==> config.mk <==
export PLATFORM = sky130hd
export DESIGN_NAME = imem_fetch_sequencer
export DESIGN_NICKNAME = d
export VERILOG_FILES = /design/src/rtl/imem_fetch_sequencer_pkg.sv /design/src/rtl/imem_next_pc.sv /design/src/rtl/imem_fetch_sequencer.sv
export SDC_FILE = /design/constraint.sdc
export NUM_CORES = 1
export LEC_CHECK = 0
export ABC_AREA = 1
export CORE_AREA = 2 2 91 93
export DETAILED_ROUTE_END_ITERATION = 10
export DIE_AREA = 0 0 93 95
export DONT_BUFFER_PORTS = 1
export SLEW_MARGIN = 20
export SYNTH_ARGS = -nofsm -noshare
export SYNTH_HDL_FRONTEND = slang
export SYNTH_HIERARCHICAL = 1
export SYNTH_SLANG_ARGS = --single-unit
==> constraint.sdc <==
create_clock -name clk -period 1.4 [get_ports clk]
set_input_delay 0.07 -clock clk [delete_from_list [all_inputs] [get_ports clk]]
set_output_delay 0.07 -clock clk [all_outputs]
set_load 0.05 [all_outputs]
==> src/rtl/imem_fetch_sequencer_pkg.sv <==
// Shared constants, state encoding and address-wrap helper for the
// instruction-memory fetch sequencer.
package imem_fetch_sequencer_pkg;

  localparam int          IMEM_DEPTH = 256;
  localparam int          WORD_BYTES = 4;
  localparam logic [31:0] RESET_PC   = 32'h0000_0000;

  typedef enum logic {
    ST_LOAD = 1'b0,
    ST_RUN  = 1'b1
  } state_t;

  // Word-align a byte address and fold it into the memory's byte range.
  function automatic logic [31:0] wrap_addr(input logic [31:0] a, input int depth);
    return a & (32'(depth * WORD_BYTES) - 32'd1) & ~32'(WORD_BYTES - 1);
  endfunction

endpackage

==> src/rtl/imem_next_pc.sv <==
// Combinational next-PC selector: jump > branch > stall > sequential,
// with every result word-aligned and wrapped to the memory size.
module imem_next_pc
  import imem_fetch_sequencer_pkg::*;
#(
  parameter int DEPTH = IMEM_DEPTH
) (
  input  logic [31:0] i_pc,
  input  logic        i_stall,
  input  logic        i_br_taken,
  input  logic [31:0] i_br_target,
  input  logic        i_jmp,
  input  logic [31:0] i_jmp_target,
  output logic [31:0] o_pc_plus4,
  output logic [31:0] o_next_pc
);

  always_comb begin
    o_pc_plus4 = wrap_addr(i_pc + 32'd4, DEPTH);
    o_next_pc  = o_pc_plus4;
    if (i_jmp) begin
      o_next_pc = wrap_addr(i_jmp_target, DEPTH);
    end else if (i_br_taken) begin
      o_next_pc = wrap_addr(i_br_target, DEPTH);
    end else if (i_stall) begin
      o_next_pc = i_pc;
    end
  end

endmodule

==> src/rtl/imem_fetch_sequencer.sv <==
// Single-port instruction memory owner: LOAD phase fills memory from a host
// stream, RUN phase drives the fetch PC every cycle.
module imem_fetch_sequencer
  import imem_fetch_sequencer_pkg::*;
#(
  parameter int          DEPTH    = IMEM_DEPTH,
  parameter logic [31:0] RESET_PC = imem_fetch_sequencer_pkg::RESET_PC
) (
  input  logic        clk,
  input  logic        rst_n,
  input  logic        reload,
  input  logic        ld_valid,
  output logic        ld_ready,
  input  logic [31:0] ld_data,
  input  logic        ld_last,
  input  logic        cpu_stall,
  input  logic        br_taken,
  input  logic [31:0] br_target,
  input  logic        jmp,
  input  logic [31:0] jmp_target,
  output logic        imem_we,
  output logic [31:0] imem_addr,
  output logic [31:0] imem_wdata,
  output logic [31:0] pc,
  output logic [31:0] pc_plus4,
  output logic        fetch_valid,
  output logic        running,
  output logic        dbg_state
);

  localparam int AW = $clog2(DEPTH);

  state_t        r_state;
  state_t        w_next_state;
  logic [AW-1:0] r_wp;
  logic [31:0]   r_pc;
  logic [31:0]   w_next_pc;
  logic          w_load;
  logic          w_write;
  logic          w_done;

  // Handshake: a word transfers on any cycle where ld_valid && ld_ready;
  // ld_ready is high for the whole LOAD phase and never depends on ld_valid.
  // A reload in the same cycle cancels the transfer.
  assign w_load  = (r_state == ST_LOAD);
  assign w_write = ld_valid & w_load & ~reload;
  assign w_done  = w_write & (ld_last | (r_wp == AW'(DEPTH - 1)));

  imem_next_pc #(
    .DEPTH(DEPTH)
  ) u_next_pc (
    .i_pc        (r_pc),
    .i_stall     (cpu_stall),
    .i_br_taken  (br_taken),
    .i_br_target (br_target),
    .i_jmp       (jmp),
    .i_jmp_target(jmp_target),
    .o_pc_plus4  (pc_plus4),
    .o_next_pc   (w_next_pc)
  );

  always_comb begin
    w_next_state = r_state;
    ld_ready     = 1'b0;
    imem_we      = 1'b0;
    imem_addr    = r_pc;
    imem_wdata   = ld_data;
    fetch_valid  = 1'b0;
    running      = 1'b0;
    case (r_state)
      ST_LOAD: begin
        ld_ready  = 1'b1;
        // Write strobe is masked while reset is held so nothing is written
        // before the sequencer is out of reset.
        imem_we   = w_write & rst_n;
        imem_addr = 32'({r_wp, 2'b00});
        if (w_done) begin
          w_next_state = ST_RUN;
        end
      end
      ST_RUN: begin
        fetch_valid = 1'b1;
        running     = 1'b1;
        if (reload) begin
          w_next_state = ST_LOAD;
        end
      end
      default: w_next_state = ST_LOAD;
    endcase
  end

  always_ff @(posedge clk or negedge rst_n) begin
    if (!rst_n) begin
      r_state <= ST_LOAD;
      r_wp    <= '0;
      r_pc    <= RESET_PC;
    end else begin
      r_state <= w_next_state;
      if (w_load) begin
        r_pc <= RESET_PC;
        if (reload || w_done) begin
          r_wp <= '0;
        end else if (w_write) begin
          r_wp <= r_wp + 1'b1;
        end
      end else if (reload) begin
        r_pc <= RESET_PC;
        r_wp <= '0;
      end else begin
        r_pc <= w_next_pc;
      end
    end
  end

  assign pc        = r_pc;
  assign dbg_state = r_state;

endmodule

-- Word-level counts from Yosys, hierarchy flattened
Index checks and enable logic that the tools add are counted.
- reduce and logical (&&, ||, !) cells: 3
- muxes and demuxes: 16
- eq/ne operators: 3
- add/sub/neg operators: 2
- bitwise operators: 7
- operator list (operator ; number):
    32-bit 2-to-1 mux ; 6
    8-bit 2-to-1 mux ; 4
    10-bit by 3-bit adder with 10-bit output (second input constant) ; 1
    8-bit by 1-bit adder with 8-bit output (second input constant) ; 1
    8-bit == test (second input constant) ; 1
    1-bit 2-to-1 mux ; 5
    5-bit inequality test (second input constant) ; 1
    1-bit bitwise AND ; 4
    3-bit nonzero test ; 1
    2-bit inequality test (second input constant) ; 1
    1-bit inverter ; 2
    1-bit case mux with 2 select lines ; 1
    2-bit AND reduction ; 1
    1-bit logical OR ; 1
    1-bit OR ; 1
- word-level logic and storage cells: 34
- output and inout bits: 133
- bits in registers: 41
- bits of input ports: 104

-- Longest topological paths before layout
Gate-level depths: netlist (run 1).
- word-level depth: 7
- gate-level depth with buffers: 9
- mapped depth without buffers: 9

-- Modules after synthesis
The synthesis (run 1) kept the hierarchy.
- modules (own cells, without submodules) (module ; cells an instance ; seq. area each (µm²) ; times used ; area an instance (µm²)):
    imem_fetch_sequencer ; 280 ; 1026.0 ; 1 ; 2142.1
    imem_next_pc ; 161 ; 0.0 ; 1 ; 845.8

-- Worst setup path before layout (run 1)
No wires, ideal clock.
- path kind: flip-flop to output port
- from: register r_state, in the netlist dbg_state
- to: output port imem_we
- path buffers: 0
- path slack: -0.908 ns
- cell stages (with the launch flop): 4
- arrival time: 2.238 ns
- data required time: 1.330 ns
- cells stage by stage: dfrtp_1 inv_2 nand2_2 nor3b_1
- longest elaborated chain between the ends: 5
- ends and longest elaborated chain (item ; RTL line ; text):
    from (decl) ; imem_fetch_sequencer.sv:33 ; state_t r_state;
    from (signal assigned) ; imem_fetch_sequencer.sv:98 ; r_state <= w_next_state;
    1-bit inverter ; - ;
    1-bit bitwise AND (2 in series) ; imem_fetch_sequencer.sv:46 ; assign w_write = ld_valid & w_load & ~reload;
    1-bit bitwise AND ; imem_fetch_sequencer.sv:75 ; imem_we = w_write & rst_n;
    1-bit 2-to-1 mux * ; imem_fetch_sequencer.sv:70 ; case (r_state)
    to (decl) ; imem_fetch_sequencer.sv:21 ; output logic imem_we,
Mark *: on every way between the ends. The rest lies on a longest branch, timed or not.

-- Worst setup path in the final report (run 1)
- from: register r_pc[2], in the netlist pc[2]
- to: output port pc_plus4[6]
- longest elaborated chain between the ends: 1
- ends and longest elaborated chain (item ; RTL line ; text):
    from (decl) ; imem_fetch_sequencer.sv:36 ; logic [31:0] r_pc;
    from (signal assigned) ; imem_fetch_sequencer.sv:110 ; r_pc <= w_next_pc;
    10-bit by 3-bit adder with 10-bit output ; imem_next_pc.sv:19 ; o_pc_plus4 = wrap_addr(i_pc + 32'd4, DEPTH);
    to (decl) ; imem_fetch_sequencer.sv:25 ; output logic [31:0] pc_plus4,
Every way passes these cells.

==> impl_metrics.toml, run 1 <==
[synthesis]
postSynthCellCount = 441
yosys_warnings = 6
syn_avg_cell_area_sq_um = 6.78
synth-seq-area-share_pct = 34.3
netlist_area_sq_um = 2990
synth_cell_type_count = 26
synth-seq-cells = 41

[critical_path]
max_stage_delay_ps = 510
critPathBufInv = 2
crit_family = "flip-flops"
start_kind = "flip-flop"
cp.required_ps = 1330
crit_path_end_kind = "output port"
cp.arrival_ps = 1480
critical-path-slowest-cell = "dfrtp_4"
crit_path_end = "pc_plus4[6]"
cp_max_fo = 4
reg2reg_to = "pc[9]"
crit_path_cell_trace = "ha_4 -> nand3_4 -> xor2_2 -> buf_4 -> inv_8"
startpoint = "pc[2]"
crit_type = "reg2out"
reg2reg_slack_ps = 30
ff2ff_path_depth = 10
crit_cells = 5
rr_startpoint = "pc[2]"

[cts]
htreeDepth = 2
cts_tree = "yes"
clock_latency_ps = 290
clk_pin_slew_ps = 80
cts_buffer_depth = 2
numCtsBuffers = 5
root_buffer = "clkbuf_8"
clock_sinks = 41

[global_routing]
grt_pass1_vias = 2319
grtUsageMet3_pct = 4.31
grt_use_total_pct = 15.4
global_route.usage.met2_pct = 27.5
use_met1_pct = 18.7
grt_pass1_wl_mm = 10.8
grt_overflow = 0
grt-busiest-layer = "met2"
grt_max_degree = 42
antenna_found_initial = 0

[power]
p_int_mw = 1.78
pwr-share-comb_pct = 27.5
p_total_mw = 2.74
swShare_pct = 35.1
ir_drop_mv = 0.335
seqPwrFrac_pct = 44.8
total_leakage_power_nw = 2.07
power.switching_mw = 0.964
clockPowerShare_pct = 27.7
powerDensity_nw_per_um2 = 652

[run_status]
status = "complete, but fails checks"
failed_checks = "negative setup slack"

[sta]
final-setup-viol-count = 30
max_freq_mhz = 645
slew_viol_final = 0
hold_viol_final = 0
min_period_over_period_pct = 111
layout_setup_ws_ps = -150
rsz0062_at_grt = "true"
period_minus_slack_ps = 1550
setup_tns_ps = -1400
skew_ps = 2.80

[worst_hold_path]
hold_start = "jmp"
hold_class = "in2reg"

[placement]
placed_area_sq_um = 3380
pre_cts_slack_ps = 33.5
gp_congestion = 0.815
dp_hpwl_mm = 4.70
io_buffer_count = 0
placed_cells = 553

[route]
vias = 2564
avgViaCountPerCell = 4.33
wirelength_mm = 7.36
drt-wirelength-per-cell_um = 12.4
drtIter0Drc = 46
antenna_left = 0
first_pass_iters = 4
route.detailed.drc = 0

[die]
dieHeight_um = 95
initial_core_util_pct = 37.7
coreArea_sq_um = 7930
core.rowCount = 33
dieArea_sq_um = 8840
io_pins = 237
die_w_um = 93

[cells_and_area]
syn_to_final_growth_pct = 40.7
nets = 592
layout-drive-gt1-share_pct = 42.9
finalNonFillerCells = 592
insertedDiodeCount = 0
final_cell_area_sq_um = 4210

[flow_run]
maxCapViolCount = 0
## power by group through the flow
stage	combinational, mW	clock [mW]	sequential, mW
floorplan	0.721	0	1.27
global placement	0.540	0	1.25
detailed placement	0.540	0	1.25
CTS	0.696	0.812	1.23
global route	0.805	0.847	1.23
finish	0.754	0.761	1.23
## cells in the final DEF, fill, tap and decap left out, types with 5 or more instances in the layout
cell type / synthesis / routed
nand2_4: 3 / 36
buf_12: 0 / 10
a21oi_1: 7 / 7
dfrtp_2: 0 / 5
nor2_2: 23 / 23
o21ai_0: 10 / 6
dlygate4sd3_1: 0 / 12
nand2_2: 6 / 15
inv_1: 94 / 68
buf_6: 2 / 7
nor2_1: 56 / 55
dfrtp_1: 41 / 35
clkbuf_8: 0 / 5
nand2_1: 97 / 53
clkinvlp_4: 0 / 26
buf_4: 58 / 47
o21ai_1: 7 / 5
conb_1: 1 / 24
## repair_timing
action                                 4_1_cts  5_1_grt
setup endpoints to repair                   31       52
pin swaps                                    7        6
setup buffers                               10        6
endpoints found under the hold margin       53        0
resized for setup                           41       76
cloned                                       2        1
hold buffers                                14        0
## registers in the layout, indices dropped and copies added (netlist names)
register	cells
dbg_state	1
pc	32
r_wp	8
## cell usage after synthesis, drive strengths merged
cell / n / share of area [%]
nor3b: 1 / 0.25
conb: 1 / 0.13
nor2: 80 / 12
dfrtp: 41 / 34
a21oi: 7 / 1.2
o21ai: 17 / 2.8
nand3: 7 / 1.5
o221ai: 1 / 0.29
nand2: 106 / 15
o21a: 1 / 0.25
xor2: 5 / 1.5
inv: 100 / 13
clkinv: 1 / 0.17
ha: 2 / 0.84
buf: 68 / 17
nand4: 3 / 0.63
## metrics by stage
step | hold WS, ps | utilization, %
floorplan | -226 | -
global route | 60.3 | 53.0
detailed placement | -224 | 42.7
finish | 18.9 | 53.0
CTS | 5.01 | 49.5
global placement | -224 | 42.7
## worst min-delay path by stage
stage	to	slack (ps)	cells after the start
global route	pc[3]	60	5
floorplan	dbg_state	-230	0
finish	pc[3]	20	5
global placement	r_wp[4]	-220	0
CTS	pc[3]	5	5
detailed placement	r_wp[2]	-220	0
## cell families after synthesis
family | after synthesis | synth area share, %
AOI/OAI and AO/OA | 26 | 4.56
xor gates and xnor gates | 5 | 1.47
adders and majority gates | 2 | 0.837
buffers and inverters | 169 | 29.5
DFF | 41 | 34.3
other | 1 | 0.126
and+or+nand+nor | 197 | 29.2
## final cells by class
| type | instances | area (sq um) |
|---|---|---|
| Clock buffer | 5 | 68.8 |
| Clock inverter | 3 | 17.5 |
| Fill cell | 734 | 3720 |
| Inverter | 101 | 487 |
| Multi-Input combinational cell | 254 | 1590 |
| Sequential cell | 41 | 1040 |
| Tap cell | 105 | 131 |
| Timing Repair Buffer | 83 | 875 |
## tightest hold or removal path: stages
cell      delay (ps)
nor2_1            20
o221ai_1          60
nand2_1           50
inv_1             40
nor2_1            30
## layer usage
metal,share of wire [%],up-vias
li1,-,1277
met1,40,1165
met2,52,111
met3,6.8,11
met4,0.98,0
met5,0,-
No activity file was read; power rests on OpenSTA's default activity.
==> inputs of run 2 (changes only) <==
--- a/config.mk
+++ b/config.mk
@@ -10,6 +10,7 @@
 export DETAILED_ROUTE_END_ITERATION = 10
 export DIE_AREA = 0 0 93 95
 export DONT_BUFFER_PORTS = 1
+export MAX_ROUTING_LAYER = met4
 export SLEW_MARGIN = 20
 export SYNTH_ARGS = -nofsm -noshare
 export SYNTH_HDL_FRONTEND = slang
==> impl_metrics.toml, run 2 (synthesis results as in run 1) <==
[critical_path]
start_kind = "flip-flop"
crit_type = "reg2out"
cp_max_fo = 4
crit_path_end_kind = "output port"
cp.required_ps = 1330
reg2reg_slack_ps = 30
cp.arrival_ps = 1480

[global_routing]
grt_overflow = 0
grt_pass1_vias = 2318
grt_max_degree = 42
grt_pass1_wl_mm = 10.8
grt_use_total_pct = 15.8
antenna_found_initial = 0

[cts]
clock_sinks = 41
htreeDepth = 2
clk_pin_slew_ps = 80
cts_tree = "yes"
numCtsBuffers = 5
cts_buffer_depth = 2
root_buffer = "clkbuf_8"
clock_latency_ps = 290

[die]
core.rowCount = 33
dieHeight_um = 95
coreArea_sq_um = 7930
io_pins = 237
initial_core_util_pct = 37.7
die_w_um = 93
dieArea_sq_um = 8840

[route]
vias = 2557
first_pass_iters = 4
drtIter0Drc = 43
drt-wirelength-per-cell_um = 12.4
wirelength_mm = 7.34
avgViaCountPerCell = 4.32
antenna_left = 0
route.detailed.drc = 0

[sta]
rsz0062_at_grt = "true"
hold_viol_final = 0
min_period_over_period_pct = 111
skew_ps = 2.63
max_freq_mhz = 646
period_minus_slack_ps = 1550
slew_viol_final = 0
final-setup-viol-count = 29
layout_setup_ws_ps = -147

[placement]
dp_hpwl_mm = 4.70
io_buffer_count = 0
gp_congestion = 0.827
pre_cts_slack_ps = 33.5

[power]
total_leakage_power_nw = 2.07
powerDensity_nw_per_um2 = 652
ir_drop_mv = 0.335
p_total_mw = 2.74

[cells_and_area]
layout_commonest_cell = "inv_1"
largest_reg_flops = 32
nets = 592
syn_to_final_growth_pct = 40.7
fill_cells = 734
layout-drive-gt1-share_pct = 42.9
insertedDiodeCount = 0
layout_common_cells = "68 x inv_1, 55 x nor2_1, 53 x nand2_1, 47 x buf_4, 36 x nand2_4"

[run_status]
status = "complete, but fails checks"
failed_checks = "negative setup slack"

[worst_hold_path]
hold_class = "in2reg"

[flow_run]
maxCapViolCount = 0
## run 2: cell counts in the layout (fill, tap and decap cells not counted)
No cell type changed its count.
## run 2: layout make-up
class                      instances  area, sq um  share of cell area, %
clock buffer                       5         68.8                   1.64
clock inverter                     3         17.5                  0.417
inverter                         101          487                   11.6
multi-input combinational        254         1590                   37.8
sequential                        41         1040                   24.6
tap                              105          131                   3.12
timing repair buffer              83          875                   20.8
## run 2: final timing paths
| path | startpoint | endpoint | cells after the start |
|---|---|---|---|
| worst min register to register | r_wp[0] | r_wp[0] | 2 |
| worst max register to register | pc[2] | pc[9] | 10 |
| worst max-delay path | pc[2] | pc_plus4[6] | 5 |
| max in group asynchronous | rst_n | dbg_state | 2 |
| worst min-delay path | jmp | pc[3] | 5 |
| min in group asynchronous | rst_n | r_wp[2] | 2 |
## run 2: timing repair
| item | in CTS | in global routing |
|---|---|---|
| gates cloned | 2 | 1 |
| hold buffers | 14 | 0 |
| setup endpoints to repair | 31 | 52 |
| gates resized for setup | 41 | 76 |
| hold endpoints to repair | 53 | 0 |
| buffers inserted | 10 | 6 |
| pin swaps | 7 | 6 |
## run 2: worst max-delay path: stages (launching register included)
cell and delay (ps):
dfrtp_4 510, ha_4 200, nand3_4 110, xor2_2 160, buf_4 160, inv_8 50
## run 2: report_power, final
part	total, mW	internal (mW)	switching [mW]	leakage [nW]
Sequential	1.23	1.20	0.0303	0.560
Clock	0.761	0.344	0.416	0.0439
Combinational	0.753	0.237	0.516	1.46
Total	2.74	1.78	0.963	2.07
## run 2: through the flow
step                      hold slack (ps)  util [%]  cell area (sq um)  std cells  TNS [ps]
final                                18.3      53.0               4210        592     -1400
after global routing                 60.3      53.0               4210        592     -3870
after CTS                            5.01      49.5               3920        587     -3020
after detailed placement             -224      42.7               3380        553         0
after global placement               -224      42.7               3380        553         0
after floorplan                      -226         -               3270        464      -750
## run 2: layer usage
layer | wire length [um] | track usage, % | up-vias
met5 | 0 | - | -
li1 | - | - | 1276
met1 | 2910 | 18.8 | 1161
met4 | 65 | 2.82 | 0
met3 | 511 | 4.07 | 9
met2 | 3850 | 27.5 | 111
==> inputs of run 3 (changes only) <==
--- a/config.mk
+++ b/config.mk
@@ -11,7 +11,7 @@
 export DIE_AREA = 0 0 93 95
 export DONT_BUFFER_PORTS = 1
 export MAX_ROUTING_LAYER = met4
-export SLEW_MARGIN = 20
+export SLEW_MARGIN = 25
 export SYNTH_ARGS = -nofsm -noshare
 export SYNTH_HDL_FRONTEND = slang
 export SYNTH_HIERARCHICAL = 1
==> constraint.sdc (replaced) <==
create_clock -name clk -period 1.3 [get_ports clk]
set_input_delay 0.065 -clock clk [delete_from_list [all_inputs] [get_ports clk]]
set_output_delay 0.065 -clock clk [all_outputs]
set_load 0.05 [all_outputs]
==> impl_metrics.toml, run 3 (synthesis results as in run 1) <==
[critical_path]
cp.arrival_ps = 1470
cp_max_fo = 3
crit_type = "reg2out"
crit_path_cell_trace = "buf_12 -> clkinvlp_4 -> nor2_4 -> nand2_2 -> nand2_2 -> buf_6 -> nand2_8"
crit_family = "flip-flops"
max_stage_delay_ps = 450
reg2reg_to = "pc[9]"
critical-path-slowest-cell = "dfrtp_4"
reg2reg_slack_ps = -150
crit_path_end_kind = "output port"
ff2ff_path_depth = 11
critPathBufInv = 3
rr_startpoint = "pc[2]"
crit_top_cell = "nand2_2"
cp.required_ps = 1240
start_kind = "flip-flop"

[cells_and_area]
largest_reg_flops = 32
finalNonFillerCells = 608
nets = 608
layout-drive-gt1-share_pct = 48.7
layout_commonest_cell = "inv_1"
syn_to_final_growth_pct = 56.4
layout_common_cells = "68 x inv_1, 53 x buf_4, 52 x nor2_1, 47 x nand2_1, 34 x dfrtp_1"
finish.utilization_pct = 59.0
final_cell_area_sq_um = 4670
insertedDiodeCount = 0

[die]
die_w_um = 93
dieHeight_um = 95
core.rowCount = 33
dieArea_sq_um = 8840
io_pins = 237
coreArea_sq_um = 7930
initial_core_util_pct = 37.7

[placement]
pre_cts_slack_ps = -29.2
gp_congestion = 0.841
placed_area_sq_um = 3580
placed_cells = 562
io_buffer_count = 0
dp_hpwl_mm = 4.95

[power]
pwr-share-comb_pct = 28.4
total_leakage_power_nw = 2.20
p_total_mw = 3.35
powerDensity_nw_per_um2 = 717
seqPwrFrac_pct = 39.2
p_int_mw = 2.24
ir_drop_mv = 0.444
clockPowerShare_pct = 32.4
swShare_pct = 33.1
power.switching_mw = 1.11

[route]
drtIter0Drc = 83
route.detailed.drc = 0
avgViaCountPerCell = 4.38
wirelength_mm = 8.14
first_pass_iters = 4
drt-wirelength-per-cell_um = 13.4
antenna_left = 0
vias = 2666

[worst_hold_path]
hold_start = "reload"
hold_class = "in2reg"
min_to = "r_wp[0]"
hold_depth = 5

[sta]
min_period_over_period_pct = 118
hold_viol_final = 0
setup_tns_ps = -7570
max_freq_mhz = 653
final-setup-viol-count = 59
layout_setup_ws_ps = -231
hold_slack_ps = 96.2
slew_viol_final = 0
skew_ps = 4.98
period_minus_slack_ps = 1530
rsz0062_at_grt = "true"

[run_status]
failed_checks = "negative setup slack"
status = "complete, but fails checks"

[global_routing]
grt_overflow = 0
grt_max_degree = 42
grt_use_total_pct = 17.4
grt_pass1_vias = 2522
grt_pass1_wl_mm = 11.8
antenna_found_initial = 0

[cts]
root_buffer = "clkbuf_8"
clk_pin_slew_ps = 80
clock_latency_ps = 290
numCtsBuffers = 5
clock_sinks = 41
cts_buffer_depth = 2
cts_tree = "yes"
htreeDepth = 2

[flow_run]
maxCapViolCount = 0
[run 3: cell count changes in the layout (fill, tap and decap cells not counted), moves of 3 or more]
cell,previous run,this run
buf_4,47,53
nand2_4,36,31
nand2_2,15,18
buf_12,10,14
nand3_1,3,0
buf_8,4,8
nor2_1,55,52
nand2_1,53,47
clkinv_2,3,0
nand2_8,2,10
[run 3: worst max path at each step]
stage	cells past startpoint	from	endpoint
final	7	pc[2]	pc_plus4[9]
after global routing	7	pc[2]	pc_plus4[9]
after CTS	6	pc[2]	pc_plus4[8]
after detailed placement	9	pc[2]	pc[8]
after global placement	8	pc[2]	pc[6]
after floorplan	8	pc[2]	pc[5]
[run 3: cell type report]
type,instances,area (sq um)
clock buffer,6,82.6
tap,105,131
clock inverter,2,37.5
timing repair buffer,99,1110
multi-input combinational,254,1780
inverter,101,493
fill,697,3250
sequential,41,1040
[run 3: what timing repair did]
| item | 4_1_cts | 5_1_grt |
|---|---|---|
| cloned | 1 | 3 |
| hold buffers | 14 | 0 |
| setup buffers | 11 | 10 |
| hold endpoints to repair | 53 | 0 |
| resized for setup | 68 | 58 |
| setup endpoints to repair | 53 | 61 |
| pin swaps | 27 | 34 |
[run 3: metal layers]
layer	track usage, %	part of all wire (%)	vias up
li1	-	-	1311
met1	20.5	40	1234
met2	29.8	52	107
met3	3.91	6.2	14
met4	5.39	1.4	0
met5	-	0	-
[run 3: power groups by stage]
stage	Clock, mW	Combinational [mW]	Sequential [mW]
CTS	1.13	0.806	1.32
finish	1.09	0.953	1.31
floorplan	0	0.815	1.38
detailed placement	0	0.620	1.35
global placement	0	0.617	1.34
global route	1.17	1.01	1.32
[run 3: tightest hold or removal path, stage by stage]
cell	delay [ps]
inv_2	50
nand3_2	100
nor2_2	50
nand2_1	50
nand2_1	40
